**config.mk**
```make
export PLATFORM = sky130hd
export DESIGN_NAME = reg_bank
export DESIGN_NICKNAME = d
export VERILOG_FILES = /design/src/rtl/reg_bank.sv
export SDC_FILE = /design/constraint.sdc
export NUM_CORES = 1
export LEC_CHECK = 0
export ABC_AREA = 1
export BUFFER_PORTS_ARGS = -buffer_cell sky130_fd_sc_hd__buf_2
export CAP_MARGIN = 40
export CORE_UTILIZATION = 52
export DETAILED_ROUTE_END_ITERATION = 6
export PLACE_DENSITY = 0.84
export SETUP_SLACK_MARGIN = 0.02
export SYNTH_ARGS = -nofsm -noshare
export SYNTH_HDL_FRONTEND = slang
export SYNTH_SLANG_ARGS = --single-unit
```
**constraint.sdc**
```tcl
create_clock -name clk -period 1.1 [get_ports clk]
set_input_delay 0.11 -clock clk [delete_from_list [all_inputs] [get_ports clk]]
set_output_delay 0.11 -clock clk [all_outputs]
set_load 0.01 [all_outputs]
```
**src/rtl/reg_bank.sv**
```systemverilog
// Parametrised scratch/configuration register bank with byte-lane write
// strobes, selectable read-during-write policy and a command-started clear sweep.
module reg_bank #(
  parameter  int DATA_W      = 8,
  parameter  int DEPTH       = 4,
  parameter  int WRITE_FIRST = 0,
  localparam int ADDR_W      = $clog2(DEPTH)
) (
  input  logic                clk,
  input  logic                rst,
  input  logic                read_enable,
  input  logic                write_enable,
  input  logic [ADDR_W-1:0]   address,
  input  logic [DATA_W-1:0]   write_data,
  input  logic [DATA_W/8-1:0] write_strb,
  input  logic                clear_start,
  output logic [DATA_W-1:0]   read_data,
  output logic                read_active,
  output logic                busy,
  output logic                access_error
);

  localparam int LANES = DATA_W / 8;

  typedef enum logic [0:0] {
    ST_IDLE  = 1'b0,
    ST_CLEAR = 1'b1
  } state_t;

  state_t              state_q, state_d;
  logic [ADDR_W-1:0]   cnt_q, cnt_d;
  logic [DATA_W-1:0]   mem_q [DEPTH];
  logic [DATA_W-1:0]   mem_d [DEPTH];
  logic [DATA_W-1:0]   read_data_q, read_data_d;
  logic                read_active_q, read_active_d;
  logic                access_error_q, access_error_d;
  logic [DATA_W-1:0]   old_word_s;
  logic [DATA_W-1:0]   merged_word_s;

  // Byte-lane merge: strobed lanes take the new data, the rest keep the old word.
  function automatic logic [DATA_W-1:0] merge_lanes(
    input logic [DATA_W-1:0] old_word,
    input logic [DATA_W-1:0] new_word,
    input logic [LANES-1:0]  strb
  );
    logic [DATA_W-1:0] result;
    result = old_word;
    for (int i = 0; i < LANES; i++) begin
      if (strb[i]) begin
        result[8*i +: 8] = new_word[8*i +: 8];
      end else begin
        result[8*i +: 8] = old_word[8*i +: 8];
      end
    end
    return result;
  endfunction

  // Addressed word and its strobe-merged version, shared by the write and write-first read.
  always_comb begin
    old_word_s    = mem_q[address];
    merged_word_s = merge_lanes(old_word_s, write_data, write_strb);
  end

  // Next-state, storage update and registered-output computation.
  always_comb begin
    state_d        = state_q;
    cnt_d          = cnt_q;
    mem_d          = mem_q;
    read_data_d    = read_data_q;
    read_active_d  = 1'b0;
    access_error_d = 1'b0;
    case (state_q)
      ST_IDLE: begin
        if (write_enable) begin
          mem_d[address] = merged_word_s;
        end else begin
          mem_d[address] = old_word_s;
        end
        if (read_enable) begin
          read_active_d = 1'b1;
          if ((WRITE_FIRST != 0) && write_enable) begin
            read_data_d = merged_word_s;
          end else begin
            read_data_d = old_word_s;
          end
        end else begin
          read_active_d = 1'b0;
        end
        if (clear_start) begin
          state_d = ST_CLEAR;
          cnt_d   = {ADDR_W{1'b0}};
        end else begin
          state_d = ST_IDLE;
        end
      end
      ST_CLEAR: begin
        // Requests are refused while sweeping; flag them for exactly one cycle.
        mem_d[cnt_q]   = {DATA_W{1'b0}};
        access_error_d = read_enable | write_enable;
        cnt_d          = cnt_q + {{(ADDR_W-1){1'b0}}, 1'b1};
        if (cnt_q == ADDR_W'(DEPTH - 1)) begin
          state_d = ST_IDLE;
        end else begin
          state_d = ST_CLEAR;
        end
      end
      default: begin
        state_d = ST_IDLE;
        cnt_d   = {ADDR_W{1'b0}};
      end
    endcase
  end

  // State, storage and output registers with synchronous reset.
  always_ff @(posedge clk) begin
    if (rst) begin
      state_q        <= ST_IDLE;
      cnt_q          <= {ADDR_W{1'b0}};
      read_data_q    <= {DATA_W{1'b0}};
      read_active_q  <= 1'b0;
      access_error_q <= 1'b0;
      for (int i = 0; i < DEPTH; i++) begin
        mem_q[i] <= {DATA_W{1'b0}};
      end
    end else begin
      state_q        <= state_d;
      cnt_q          <= cnt_d;
      read_data_q    <= read_data_d;
      read_active_q  <= read_active_d;
      access_error_q <= access_error_d;
      mem_q          <= mem_d;
    end
  end

  assign read_data    = read_data_q;
  assign read_active  = read_active_q;
  assign busy         = (state_q == ST_CLEAR);
  assign access_error = access_error_q;

endmodule

```
; Word-level counts from Yosys, hierarchy flattened
; Index checks and enable logic that the tools add are counted.
[totals]
out_inout_bits = 11
wordCells = 45
ff_bits = 45
in_bits = 16
[op_classes]
eq_ne = 2
reduce_logical = 5
bitwise = 6
muxes = 18
add_sub_neg = 1
n_lt_le_gt_ge = 4
[ops]
columns = op, count
row1 = $bwmux W32, 2
row2 = $pmux W32 S2, 1
row3 = $mux W8, 5
row4 = $and A32 B32 Y32, 1
row5 = $demux W8 S2, 2
row6 = $mux W32, 1
row7 = $not A32 Y32, 1
row8 = $bmux W8 S2, 1
row9 = $ge A3 B3 Y1 const B, 2
row10 = $lt A3 B1 Y1 const B, 2
row11 = $not A2 Y3, 2
row12 = $pmux W2 S2, 1
row13 = $reduce_or A2 Y1, 2
row14 = $mux W1, 3
row15 = $add A2 B1 Y2 const B, 1
row16 = $eq A2 B2 Y1 const B, 1
row17 = $logic_and A1 B1 Y1, 2
row18 = $mux W2, 1
row19 = $ne A2 B2 Y1 const B, 1
row20 = $pmux W1 S2, 1
row21 = $reduce_and A2 Y1, 1
row22 = $not A1 Y1, 1
row23 = $or A1 B1 Y1, 1

; Longest topological paths before layout
[logic_depth]
word_depth = 8
mapped_depth = 11
mapped_depth_nobuf = 9

; Least setup slack after synthesis
; No wires, ideal clock.
[synth_timing]
path_type = register to register
startpoint = reg state_q, in the netlist busy
endpoint = reg read_data_q[0], in the netlist read_data[0]
setup_ps = 116
required_ps = 984
path_stages_with_launch = 7
slack_ps = -149
n_path_buf = 2
arrival_time_ps = 1133
period_less_slack_ps = 1249
path_cell_list = dfxtp_1 -> buf_6 -> nor2_2 -> buf_2 -> nand3_1 -> o211ai_1 -> inv_1
[synth_between]
elab_chain_cells = 2
[synth_lines]
columns = element, line_no
row1 = from (decl), 30  ; state_t state_q, state_d;
row2 = from (signal assigned), 126  ; state_q <= state_d;
row3 = $not A1 Y1 (no source line), --
row4 = $reduce_and A2 Y1 (no source line), --
row5 = to (signal assigned), 119  ; read_data_q <= {DATA_W{1'b0}};
row6 = to (signal assigned), 128  ; read_data_q <= read_data_d;
row7 = to (decl), 34  ; logic [DATA_W-1:0] read_data_q, read_data_d;
; No other way between the ends.
; A chain may end at the register's enable or synchronous reset.

; Worst setup path after layout
[layout_timing]
startpoint = reg state_q, in the netlist busy
endpoint = reg read_data_q[2], in the netlist read_data[2]
; Same word-level chain as after synthesis.

==> impl_table.tex <==
\begin{tabular}{lr}
\hline
Metric & Value \\
\hline
\multicolumn{2}{l}{\textbf{Pwr}} \\
\quad Clock share of power & a little under a third \\
\quad Switch Pwr & $\sim$1.1 mW \\
\quad Sequential Power Share & 49.2\% \\
\quad Worst-case vdd ir drop & 1.138 mV \\
\quad P per Cell Area & 1159 nW/um\^{}2 \\
\quad Internal power of the cells & 2.435 mW \\
\quad Part of the total power dissipated in combinational logic & 19.8\% \\
\quad Leakage power total & 1.415 nW \\
\quad Switching fraction of total power & 31.17\% \\
\quad Total power & 3.537 mW \\
\multicolumn{2}{l}{\textbf{Setup path}} \\
\quad Peak fanout along the critical path & 13 \\
\quad Required @ worst endpoint & 1.31 ns \\
\quad Data arrival at the endpoint of the critical path & 1.42 ns \\
\quad Kind of critical path & reg2reg \\
\quad Maximum single-stage delay on the critical path & $\sim$0.43 ns \\
\quad Crit path max-delay cell type & dfxtp\_4 \\
\quad Worst Setup End Kind & flop \\
\quad Crit-path cells & buf\_4 > nor2\_4 > nand3\_1 > o211ai\_1 > inv\_1 \\
\quad Kind of launch point of the worst setup path & flop \\
\multicolumn{2}{l}{\textbf{Timing}} \\
\quad Min Clock Period, post-route & approximately 1.2 ns \\
\quad Worst Tran Pin Value & 0.3007 ns \\
\quad Post-route worst setup slack & -0.1136 ns \\
\quad RSZ-0062 raised after global routing & true \\
\quad Max\_slew headroom & 79.89\% \\
\quad Finish-stage setup viols & 38 \\
\quad Highest achievable clock rate & 0.8240 GHz \\
\quad Part of the cycle the worst path needs & 110.3\% \\
\quad Total Neg Setup Slack & -2.180 ns \\
\quad Post-Route Hold Slack & 0.1119 ns \\
\quad Clock skew & approximately 0.0074 ns \\
\quad Hold violation count in the final report & 0 \\
\quad Final number of max-transition violations & 0 \\
\multicolumn{2}{l}{\textbf{Route}} \\
\quad Post-detailed-route count of antenna-violating nets & 0 \\
\quad Mean number of vias per cell & $\sim$5.4 \\
\quad Detailed-route wire length per cell & 14.76 um \\
\quad 1st-iter DRT viols & 221 \\
\quad Total number of vias & 2504 \\
\quad Detailed Routing Iterations Pass 1 & 6 \\
\quad Overall routed net length & 6892 um \\
\quad DRC Markers & 0 \\
\multicolumn{2}{l}{\textbf{Die}} \\
\quad Core region area & roughly 4100 sq um \\
\quad Die area & $\sim$4700 sq um \\
\quad Die width & 68.41 um \\
\quad Site row count & 23 \\
\quad DIE HEIGHT & 68.41 um \\
\quad Number of placed I/O pins & 27 \\
\quad Initial Util & 55.73\% \\
\multicolumn{2}{l}{\textbf{Status}} \\
\quad Violated checks & negative setup slack \\
\quad Status & finished, violations left \\
\multicolumn{2}{l}{\textbf{Clocking}} \\
\quad Sink Count & between 40 and 50 \\
\quad Num CTS Buffers & 5 \\
\quad CTS max path bufs & 2 \\
\quad TritonCTS clock tree & done \\
\quad Worst-path clk slew & 0.10 ns \\
\quad Root buffer selected by CTS & clkbuf\_8 \\
\quad CTS H-tree depth & 2 \\
\quad Clock Latency Late Sink & 0.31 ns \\
\multicolumn{2}{l}{\textbf{Placement}} \\
\quad Placed cells & 452 \\
\quad Final RePlAce weighted congestion & 0.9799 \\
\quad Placed cell areas & 2715 sq um \\
\quad Port Buf Inserts & 26 \\
\quad Half-perimeter wire length after detailed placement & 4438 um \\
\quad Minimum setup slack after placement & -0.1521 ns \\
\multicolumn{2}{l}{\textbf{Min path}} \\
\quad Min-Delay Path Class & in2reg \\
\multicolumn{2}{l}{\textbf{Synth}} \\
\quad Post-synthesis register bit count & 45 \\
\quad Number of synthesis warnings & 0 \\
\quad Mapped Cells & $\sim$350 \\
\quad Number of library cell types mapped by synthesis & 25 \\
\quad Syn avg cell area & 6.479 sq um \\
\quad Total standard cell area after synthesis & 2293 sq um \\
\quad Number of nets produced by synthesis & 374 \\
\quad Sequential fraction of the synthesis area & approximately two fifths \\
\multicolumn{2}{l}{\textbf{Global routing}} \\
\quad Total routing usage reported by global routing & 29.64\% \\
\quad Vias in the first global route & 2130 \\
\quad Largest net degree at the start of global routing & 25 \\
\quad Remaining Overflow, GRT & 0 \\
\quad First-pass GRT wire length & 9977 um \\
\quad Antenna violations before repair & 0 \\
\multicolumn{2}{l}{\textbf{Cells and area}} \\
\quad Antenna cells & 0 \\
\quad Total non-filler cell area in the finished layout & roughly 3100 sq um \\
\quad Syn-to-layout area delta & 33.01\% \\
\quad Number of standard cells in the final layout excluding fillers & 467 \\
\quad Final core utilization & 74.13\% \\
\quad Fraction of final layout cells sized beyond drive strength 1 & 35.01\% \\
\quad Layout net count & approximately 440 \\
\multicolumn{2}{l}{\textbf{Flow run}} \\
\quad Maximum Capacitance Violations & 0 \\
\hline
\end{tabular}
-- sequential cells by signal (all words and copies together) (netlist names) --
name,cells
access_error,1
busy,1
read_data,8
read_active,1
cnt_q,2
mem_q,32
-- power by group through the flow --
stage | clock, mW | combinational, mW | sequential [mW]
floorplan | 0 | 0.348 | 1.77
global placement | 0 | 0.565 | 1.77
detailed placement | 0 | 0.574 | 1.77
CTS | 1.10 | 0.626 | 1.74
global route | 1.16 | 0.752 | 1.75
finish | 1.10 | 0.701 | 1.74
-- cells in the mapped netlist --
| cell type | n | area share, % |
|---|---|---|
| dfxtp_1 | 45 | 39 |
| nor2_4 | 1 | 0.49 |
| nor2_1 | 65 | 11 |
| or2_2 | 5 | 1.4 |
| nor3_4 | 1 | 0.71 |
| inv_4 | 1 | 0.27 |
| nor3_2 | 1 | 0.44 |
| inv_1 | 30 | 4.9 |
| nor2_2 | 5 | 1.4 |
| clkbuf_1 | 6 | 0.98 |
| buf_4 | 2 | 0.65 |
| o21ai_0 | 3 | 0.65 |
| a22oi_1 | 1 | 0.33 |
| nand3_1 | 21 | 4.6 |
| buf_2 | 1 | 0.22 |
| o211ai_1 | 5 | 1.6 |
| inv_2 | 6 | 0.98 |
| buf_6 | 4 | 2.0 |
| nor3_1 | 1 | 0.22 |
| o21ai_2 | 1 | 0.38 |
| nand2_1 | 116 | 19 |
| nand2_2 | 4 | 1.1 |
| ha_1 | 4 | 2.2 |
| a21oi_1 | 23 | 5.0 |
| a211oi_1 | 2 | 0.65 |
-- layout make-up --
class	count	area [sq um]
flip-flops and latches	45	913.4
clock inverters	3	25.02
well taps	50	62.56
multi-input cells	260	1346
clock buffers	5	68.82
inverters	37	143.9
fillers	287	1065
repair buffers	67	490.5
-- cell families after synthesis --
group | after synthesis | synth area share (%)
fa+ha+maj | 4 | 2.182
simple gates | 220 | 39.88
compound gates | 35 | 8.674
buf+inv | 50 | 9.983
flops | 45 | 39.28
-- what timing repair did --
item,CTS,global route
gates resized for setup,29,32
hold buffers,0,0
setup buffers,4,2
pin swaps,21,4
setup endpoints to repair,40,45
cloned,0,1
-- critical path, delay by kind of cell (launching register included) --
family | cells | cell delay, ns
compound gates | 1 | 0.12
buf+inv | 2 | 0.22
flops | 1 | 0.43
simple gates | 2 | 0.34
-- metal layers --
metal	vias to the layer above	track usage, %	wire length (um)
li1	1216	-	-
met1	1144	38.62	2762
met2	120	47.43	3319
met3	24	6.167	584
met4	0	11.72	226
met5	-	0	0
-- path summary, 6_finish.rpt --
| path | slack [ns] | cells past startpoint | startpoint | endpoint |
|---|---|---|---|---|
| min reg2reg | 0.46 | 2 | mem_q[13] | mem_q[13] |
| max reg2reg | -0.11 | 5 | busy | read_data[2] |
| min | 0.11 | 3 | clear_start | busy |
| max | -0.11 | 5 | busy | read_data[2] |
-- cell usage in the layout, fill, tap and decap left out, types with 5 or more instances in the layout --
cell / n
a21oi_1: 18
a21oi_2: 5
buf_2: 26
buf_4: 34
clkbuf_8: 5
dfxtp_1: 39
inv_1: 26
inv_2: 9
nand2_1: 105
nand2_2: 12
nand3_1: 16
nand3_2: 5
nor2_1: 55
nor2_2: 11
nor2_4: 6
o211ai_1: 5
or2_2: 5
Note: power is estimated with default switching activity, not from simulation.
